`src/rtl/muldiv_unit.sv`:
```
// muldiv_unit: iterative RV32M multiply/divide, BITS_PER_CYCLE bits retired per CALC cycle.
module muldiv_unit #(
  parameter int XLEN = 32,
  parameter int BITS_PER_CYCLE = 1
) (
  input  logic            clk,
  input  logic            reset,
  input  logic            start,
  input  logic [2:0]      funct3,
  input  logic [XLEN-1:0] srcA,
  input  logic [XLEN-1:0] srcB,
  input  logic [4:0]      rdIn,
  input  logic            flush,
  output logic            busy,
  output logic            done,
  output logic [XLEN-1:0] result,
  output logic [4:0]      rdOut
);
  localparam int N = XLEN / BITS_PER_CYCLE;
  localparam int CW = $clog2(N);
  localparam logic [CW-1:0] LAST = CW'(N - 1);
  typedef enum logic [1:0] {IDLE, CALC, FIX, DONE} state_t;
  state_t state, state_nx;
  logic [CW-1:0] cnt;
  logic [2:0] op;
  logic neg_a, neg_b;
  logic [4:0] rd_q;
  logic [XLEN-1:0] opd;
  logic [2*XLEN-1:0] acc, acc_nx, prod;
  logic [XLEN:0] rr, t;
  logic ge;
  logic accept, sa, sb, a_neg, b_neg, div_zero, ovf, fast;
  logic [XLEN-1:0] a_mag, b_mag, fast_res, quo, rem, fix_res;
  assign accept = (state == IDLE || state == DONE) && start && !flush;
  assign sa = funct3[2] ? ~funct3[0] : (funct3[1:0] != 2'b11);
  assign sb = funct3[2] ? ~funct3[0] : ~funct3[1];
  assign a_neg = sa & srcA[XLEN-1];
  assign b_neg = sb & srcB[XLEN-1];
  assign a_mag = a_neg ? -srcA : srcA;
  assign b_mag = b_neg ? -srcB : srcB;
  assign div_zero = funct3[2] && srcB == '0;
  assign ovf = funct3[2] && !funct3[0] && srcA == {1'b1, {(XLEN-1){1'b0}}} && &srcB;
  assign fast = div_zero | ovf;
  assign fast_res = div_zero ? (funct3[1] ? srcA : '1) : (funct3[1] ? '0 : srcA);
  // acc holds {hi, lo}: product/multiplier for multiply, remainder/quotient for divide
  always_comb begin
    acc_nx = acc;
    rr = '0;
    t = '0;
    ge = 1'b0;
    for (int i = 0; i < BITS_PER_CYCLE; i++) begin
      if (op[2]) begin
        rr = {acc_nx[2*XLEN-1:XLEN], acc_nx[XLEN-1]};
        ge = rr >= {1'b0, opd};
        rr = ge ? rr - {1'b0, opd} : rr;
        acc_nx = {rr[XLEN-1:0], acc_nx[XLEN-2:0], ge};
      end else begin
        t = {1'b0, acc_nx[2*XLEN-1:XLEN]} + (acc_nx[0] ? {1'b0, opd} : '0);
        acc_nx = {t, acc_nx[XLEN-1:1]};
      end
    end
  end
  assign prod = (neg_a ^ neg_b) ? -acc : acc;
  assign quo = (neg_a ^ neg_b) ? -acc[XLEN-1:0] : acc[XLEN-1:0];
  assign rem = neg_a ? -acc[2*XLEN-1:XLEN] : acc[2*XLEN-1:XLEN];
  assign fix_res = op[2] ? (op[1] ? rem : quo) : (op[1:0] == 2'b00 ? prod[XLEN-1:0] : prod[2*XLEN-1:XLEN]);
  always_ff @(posedge clk) begin
    if (!reset) state <= IDLE;
    else state <= state_nx;
  end
  always_comb begin
    state_nx = flush ? IDLE :
               accept ? (fast ? DONE : CALC) :
               state == CALC ? (cnt == LAST ? FIX : CALC) :
               state == FIX ? DONE : IDLE;
  end
  always_comb begin
    busy = state == CALC || state == FIX;
    done = state == DONE;
  end
  always_ff @(posedge clk) begin
    if (!reset) begin
      cnt <= '0;
      op <= '0;
      neg_a <= 1'b0;
      neg_b <= 1'b0;
      rd_q <= '0;
      opd <= '0;
      acc <= '0;
      result <= '0;
      rdOut <= '0;
    end else begin
      cnt <= (state == CALC && state_nx == CALC) ? cnt + 1'b1 : '0;
      if (accept) begin
        op <= funct3;
        neg_a <= a_neg;
        neg_b <= b_neg;
        rd_q <= rdIn;
        opd <= funct3[2] ? b_mag : a_mag;
        acc <= {{XLEN{1'b0}}, funct3[2] ? a_mag : b_mag};
        if (fast) begin
          result <= fast_res;
          rdOut <= rdIn;
        end
      end else if (state == CALC) acc <= acc_nx;
      if (state == FIX && !flush) begin
        result <= fix_res;
        rdOut <= rd_q;
      end
    end
  end
endmodule

```
`config.mk`:
```
export PLATFORM = sky130hd
export DESIGN_NAME = muldiv_unit
export DESIGN_NICKNAME = d
export VERILOG_FILES = /design/src/rtl/muldiv_unit.sv
export SDC_FILE = /design/constraint.sdc
export NUM_CORES = 1
export LEC_CHECK = 0
export CORE_MARGIN = 8
export CORE_UTILIZATION = 40
export DETAILED_ROUTE_END_ITERATION = 8
export SYNTH_ARGS = -nofsm -noshare
export SYNTH_HDL_FRONTEND = slang
export SYNTH_SLANG_ARGS = --single-unit
```
`constraint.sdc`:
```
create_clock -name clk -period 9.3 [get_ports clk]
set_clock_uncertainty 0.05 [all_clocks]
set_input_delay 1.395 -clock clk [delete_from_list [all_inputs] [get_ports clk]]
set_output_delay 1.395 -clock clk [all_outputs]
set_load 0.005 [all_outputs]
```
; ---- Yosys cells after proc, flatten, opt, wreduce, memory -nomap -nowiden
; Index checks and enable logic that the tools add are counted.
[word_totals]
reg_bits = 150
inputBits = 76
elab_cells = 88
[op_classes]
add_sub_neg = 8
magnitude_cmp = 1
eq_ne = 7
n_mux = 32
bitwise = 7
reduce_logical = 22
[ops]
columns = operator, count
row1 = $mux W32, 19
row2 = $mux W64, 2
row3 = $neg A32 Y32, 4
row4 = $neg A64 Y64, 1
row5 = $add A32 B32 Y33, 1
row6 = $ge A33 B32 Y1, 1
row7 = $eq A32 B32 Y1 const B, 1
row8 = $logic_not A32 Y1, 1
row9 = $reduce_and A32 Y1, 1
row10 = $sub A32 B32 Y32, 1
row11 = $mux W5, 3
row12 = $mux W2, 6
row13 = $logic_and A1 B1 Y1, 8
row14 = $reduce_bool A2 Y1, 3
row15 = $add A5 B1 Y5 const B, 1
row16 = $eq A5 B5 Y1 const B, 1
row17 = $eq A2 B1 Y1 const B, 2
row18 = $eq A2 B2 Y1 const B, 2
row19 = $logic_not A2 Y1, 2
row20 = $reduce_and A2 Y1, 2
row21 = $not A1 Y1, 3
row22 = $and A1 B1 Y1, 2
row23 = $logic_not A1 Y1, 2
row24 = $logic_or A1 B1 Y1, 2
row25 = other kinds (5), 6

; ---- Logic depth before layout (Yosys ltp)
[depth]
depth_word = 11
ltp_mapped = 14
ltp_nobuf = 12

; ---- Least setup slack after synthesis
; Ideal clock, no wire load.
[synth_timing]
path_kind = input to register
start = input port srcA[0]
end = register result[13]
t_arrival_ns = 3.793
t_required_ns = 9.135
path_slack_ns = 5.342
path_stages = 12
n_path_buf = 2
path_cell_list = inv_1 ha_1 or3b_2 nor4_2 nand4_1 nor4_1 o21ai_1 buf_2 buf_1 a21oi_1 nor2_1 o21a_1
[synth_via]
elab_chain_len = 6
[synth_rtl]
columns = element, line
row1 = from (decl), 10  ; input logic [XLEN-1:0] srcA,
row2 = $eq A32 B32 Y1, 42  ; assign ovf = funct3[2] && !funct3[0] && srcA == {1'b1, {(XLEN-1){1'b0}}} && &srcB;
row3 = $logic_and A1 B1 Y1 (2 in series), 42
row4 = $or A1 B1 Y1, 43  ; assign fast = div_zero | ovf;
row5 = $reduce_bool A2 Y1 (no source line), -
row6 = $reduce_and A2 Y1 (no source line), -
row7 = to (signal assigned), 102  ; result <= fast_res;
row8 = to (signal assigned), 107  ; result <= fix_res;
row9 = to (decl), 16  ; output logic [XLEN-1:0] result,
; Every way passes these cells.
; A chain may end at the register's enable or synchronous reset.

; ---- Final worst setup path
[layout_timing]
start = input port srcA[1]
end = register result[6]
; Same word-level chain as after synthesis.

==> results.json <==
{
  "met3_length_mm": 4.19,
  "grt_use_total": 0.264,
  "critical_path_required_ns": 9.63,
  "seqPwrFrac": 0.318,
  "fin_crit_sh": 0.525,
  "peakVddDrop_uv": 96.4,
  "top_layer_used": "met5",
  "cp_max_fo": 34,
  "fillers": 4069,
  "synth_common_cells": "243 x nand2_1, 230 x a21oi_1, 209 x nor2_1, 153 x o21ai_0, 150 x dfxtp_1",
  "synth_cell_type_count": 86,
  "diodes": 0,
  "rsz0062_at_grt": "no",
  "finalSetupTns_ns": 0,
  "p_clk_frac": 0.313,
  "synth_most_common_cell": "nand2_1",
  "routed_wirelength_mm": 61.7,
  "first_pass_iters": 7,
  "final_cell_area_um2": 17500,
  "internal_power_uw": 1360,
  "cts_tree": "yes",
  "fmax_mhz": 205,
  "switching_share": 0.400,
  "synth_flop_cell": "dfxtp_1",
  "dp_hpwl_mm": 47.4,
  "postCtsSetupBuffers": 0,
  "gp_congestion": 0.957,
  "port_buffers": 114,
  "powerDensity_nw_per_um2": 130,
  "layout.nets": 2321,
  "synthCells": 2181,
  "p_leak_uw": 0.00673,
  "r2r_slack_ns": 4.64,
  "syn-cell-area_um2": 15600,
  "yosysSeqAreaShare": 0.193,
  "instances_no_fill": 2700,
  "cts_resized": 0,
  "holdBufCountCts": 0,
  "utilization": 0.453,
  "critPathLaunchType": "input pin",
  "setup_viol_count_final": 0,
  "clk_pin_slew_worst_paths_ns": 0.07,
  "netlist.area_leader.share": 0.193,
  "multi_input_area_um2": 11700,
  "synth_edf_count": 0,
  "clk_path_buf_depth": 2,
  "vias_per_cell": 6.04,
  "fin_crit_ns": 4.88,
  "path_class": "input pin to flop",
  "net-switching-power_uw": 907,
  "end_kind": "flop",
  "h-tree-depth": 4,
  "slew_headroom": 0.219,
  "first_iter_violations": 1521,
  "async_flop_share": 0,
  "wl_per_cell_um": 22.9,
  "die_y_um": 213,
  "tightest_slew_ns": 1.17,
  "antenna_found_initial": 1,
  "clk_latency_ns": 0.46,
  "syn_area_per_cell_um2": 7.13,
  "grt_pass1_vias": 15375,
  "pin_count": 115,
  "m1WireLength_mm": 27.3,
  "yosysWarnings": 0,
  "die_area_um2": 45400,
  "crit_arrival_ns": 5.21,
  "syn_nets": 2333,
  "grt_remaining_overflow": 0,
  "grt_pass1_wl_mm": 92.9,
  "cts_sinks": 150,
  "area_delta_synth_final_pct": 12.3,
  "slew_violations": 0,
  "yosys-top-cells-area": "dfxtp_1 19%, a21oi_1 7.4%, ha_1 6.0%",
  "register_area_um2": 3010,
  "outcome": "finished clean",
  "drt.antenna.violating_nets": 0,
  "cts-buffers-inserted": 17,
  "drv_cap": 0,
  "via_count": 16302,
  "row_count": 72,
  "start_util": 0.403,
  "finalHoldViolCount": 0,
  "dp.cells": 2668,
  "drive_above_1_share": 0.0555,
  "ys_ff_latch": 150,
  "route.detailed.drc": 0,
  "synth_area_leader_cell": "dfxtp_1",
  "hp-class": "flop to flop",
  "finalPower_uw": 2270,
  "cts-root-buf": "clkbuf_16",
  "fp.dieW_um": 213,
  "core-area_um2": 38600,
  "placed_area_um2": 16900,
  "wl_met2_mm": 27.9,
  "p_comb_frac": 0.369,
  "grt_max_degree": 94
}
[through the flow]
| step | worst slack, ns | hold slack (ns) |
|---|---|---|
| 3_3_place_gp | 4.21 | 0.375 |
| 5_1_grt | 4.17 | 0.419 |
| 4_1_cts | 4.52 | 0.406 |
| 6_report | 4.42 | 0.403 |
| 3_5_place_dp | 4.04 | 0.393 |
| 2_1_floorplan | 5.34 | 0.368 |
[critical path, cell delays in order]
cell	delay [ns]
clkdlybuf4s50_1	0.49
inv_1	0.11
ha_1	0.16
or3b_2	0.49
nor4_2	0.36
nand4_1	0.20
nor4_1	0.74
o21ai_4	0.28
buf_4	0.38
a211oi_1	0.29
a211oi_1	0.09
nor3_1	0.21
[logic make-up after synthesis]
kind of cell,count (synthesis),share of synthesized area
flip-flops,150,0.193
XOR/XNOR,200,0.113
AO/OA/AOI/OAI,713,0.290
adder cells (fa/ha/maj),95,0.0743
AND/OR/NAND/NOR,698,0.211
buffers and inverters,238,0.0616
multiplexers,87,0.0573
[power groups by stage]
stage	logic [uW]	clock network [uW]	registers (uW)
4_1_cts	825	718	720
6_report	837	710	722
2_1_floorplan	581	0	708
5_1_grt	905	740	725
3_3_place_gp	817	0	734
3_5_place_dp	821	0	735
[path summary, 6_finish.rpt]
path,startpoint,to,cells after the start
worst max-delay path,srcA[1],result[6],12
worst max register to register,acc[0],acc[57],12
worst min register to register,cnt[0],cnt[0],1
worst min-delay path,cnt[0],cnt[0],1
[per-layer routing]
metal / global-route usage / vias up
li1: - / 7845
met1: 0.354 / 7700
met2: 0.421 / 659
met3: 0.0421 / 96
met4: 0.104 / 2
met5: 0 / -
[layout make-up]
cell class,count,area share
Timing Repair Buffer,136,0.0745
Clock buffer,20,0.0274
Clock inverter,12,0.00602
Inverter,71,0.0153
Tap cell,518,0.0371
Sequential cell,150,0.172
Multi-Input combinational cell,1793,0.668
[state kept, by name (all words and copies together), names as in the netlist]
signal,count
opd,32
neg_b,1
rdOut,5
op,3
state,2
cnt,5
neg_a,1
acc,64
rd_q,5
result,32
[placed cells by master (no fill, tap or decap), types with 48 or more instances in the layout]
| master | count |
|---|---|
| a211oi_1 | 48 |
| a21oi_1 | 230 |
| clkdlybuf4s50_1 | 113 |
| dfxtp_1 | 149 |
| ha_1 | 73 |
| inv_1 | 68 |
| mux2i_1 | 71 |
| nand2_1 | 243 |
| nor2_1 | 207 |
| o211ai_1 | 65 |
| o21ai_0 | 153 |
| xnor2_1 | 101 |
| xor2_1 | 97 |
Power figures use the tool's default switching activity.
==> variant, RTL diff (config.mk and constraints unchanged) <==
The parameter `XLEN` goes from 32 to 16.
--- a/src/rtl/muldiv_unit.sv
+++ b/src/rtl/muldiv_unit.sv
@@ -2,3 +2,3 @@
 module muldiv_unit #(
-  parameter int XLEN = 32,
+  parameter int XLEN = 16,
   parameter int BITS_PER_CYCLE = 1
Interface: changed (resized result, srcA and srcB); port bits go from 115 to 67. The function was not compared with the original's and may differ.
==> variant against the original RTL <==
Wire length is 55% lower; sequential cell count shrank 65; total power shrank 48%; hold slack lost 0.0020 ns; critical path type unchanged; count of clock-buffer cells in the layout fell by 10; final area shrank 48%; sequential share of layout area increased by 1.6 points; largest cell class unchanged; critical path depth fell by 4; critical endpoint is now result[10]$_SDFFE_PN0P_; clock power decreased by 47%; synthesized cell count decreased by 50%; combinational power fell by 52%; synthesized area shrank 49%; largest power group is now registers; core utilization rose by 1.0 points; worst setup slack better by 0.22 ns.
==> variant: results (changes against the original RTL) <==
stage;metric;value;unit;change
finish;final_nets;1190;;was 2321
clocking;clk_latency;0.36;ns;was 0.46 ns
pwr;power.share.clock;0.319;;was 0.313
pwr;ir_drop;82.2;uV;was 96.4 uV
finish;fillers;2051;;was 4069
finish;nonClkBufAreaFrac;0.0821;;was 0.0745
place;gp_congestion;0.910;;was 0.957
logic_synthesis;synthXorXnorAreaFrac;0.0943;;was 0.113
logic_synthesis;synthTopCellsByArea;dfxtp_1 21%, ha_1 6.4%, xnor2_1 6.1%, mux2i_1 5.4%, nand2_1 5.4%;;was dfxtp_1 19%, a21oi_1 7.4%, ha_1 6.0%, nand2_1 5.9%, xnor2_1 5.7%
logic_synthesis;synth_commonest_cells;114 x nand2_1, 111 x nor2_1, 85 x a21oi_1, 85 x dfxtp_1, 70 x o21ai_0;;was 243 x nand2_1, 230 x a21oi_1, 209 x nor2_1, 153 x o21ai_0, 150 x dfxtp_1
routing;drtIter0Drc;607;;was 1521
clocking;cts_inserted_buffers;9;;was 17
routing;drt_first_pass_iters;5;;was 7
clocking;htreeDepth;3;;was 4
grt;grt_start_max_net_pins;64;;was 94
finish;top_regs;acc: 32 flops, opd: 16 flops, result: 16 flops;;was acc: 64 flops, opd: 32 flops, result: 32 flops
logic_synthesis;synthCells;1090;;was 2181
logic_synthesis;muxShareOfSynthArea;0.0595;;was 0.0573
finish;clkbuf_count;10;;was 20
finish;multi_input_cells;881;;was 1793
routing;wirelength;27500;microns;was 61700 microns
pwr;swShare;0.373;;was 0.400
outcome;outcome;finished clean;;unchanged
finish;clock_cell_area_share;0.0332;;was 0.0334
routing;avgRoutedWirePerCell;20.1;microns;was 22.9 microns
timing;worstMarginPinSlew;1.13;ns;was 1.17 ns
grt;grt_use_total;0.221;;was 0.264
pwr;pg_seq;0.406;mW;was 0.722 mW
finish;multi_input_area_share;0.640;;was 0.668
finish;design.seq.count;85;;was 150
logic_synthesis;synth_seq_area_share;0.213;;was 0.193
critical_path;critical_path_arrival;4.81;ns;was 5.21 ns
place;place_area;0.00875;sq mm;was 0.0169 sq mm
grt;grt_pass1_vias;7399;;was 15400
finish;buffers;77;;was 136
grt;antenna_found_initial;0;;was 1
critical_path;slowest_stage;a21oi_4;;was nor4_1
finish;fin_area;0.00905;sq mm;was 0.0175 sq mm
critical_path;max_stage_delay;0.76;ns;was 0.74 ns
place;hpwl;21100;microns;was 47400 microns
finish;nNonClkInverters;49;;was 71
pwr;power.internal;0.741;mW;was 1.36 mW
logic_synthesis;yosys.area_share.adder;0.0893;;was 0.0743
routing;num_vias;8098;;was 16300
grt;grt_pass1_wl;42600;microns;was 92900 microns
## variant: final timing paths
check / startpoint / to / slack, ns / depth (start not counted)
hold / removal: cnt[0]$_SDFF_PN0_ / cnt[0]$_SDFF_PN0_ / 0.40 / 1
setup reg to reg: acc[0]$_SDFFE_PN0P_ / result[12]$_SDFFE_PN0P_ / 5.44 / 9
hold reg to reg: cnt[0]$_SDFF_PN0_ / cnt[0]$_SDFF_PN0_ / 0.40 / 1
setup / recovery: srcB[8] / result[10]$_SDFFE_PN0P_ / 4.64 / 8
## variant: layer usage
layer  track usage  wire (microns)  vias to the layer above
met3        0.0400            1510                       48
li1              -               -                     3984
met4        0.0866             795                        0
met2         0.338           12200                      232
met5             0               0                        -
met1         0.302           13000                     3834
## variant: worst reg2reg max path, stage by stage (launching register included)
cell and delay [ns]:
dfxtp_1 0.38, clkinv_1 0.33, ha_1 0.23, nor3b_1 0.40, nor4b_1 0.81, and2_1 0.39
a31oi_1 0.14, xor2_1 0.19, a222oi_1 0.63, a21oi_1 0.15
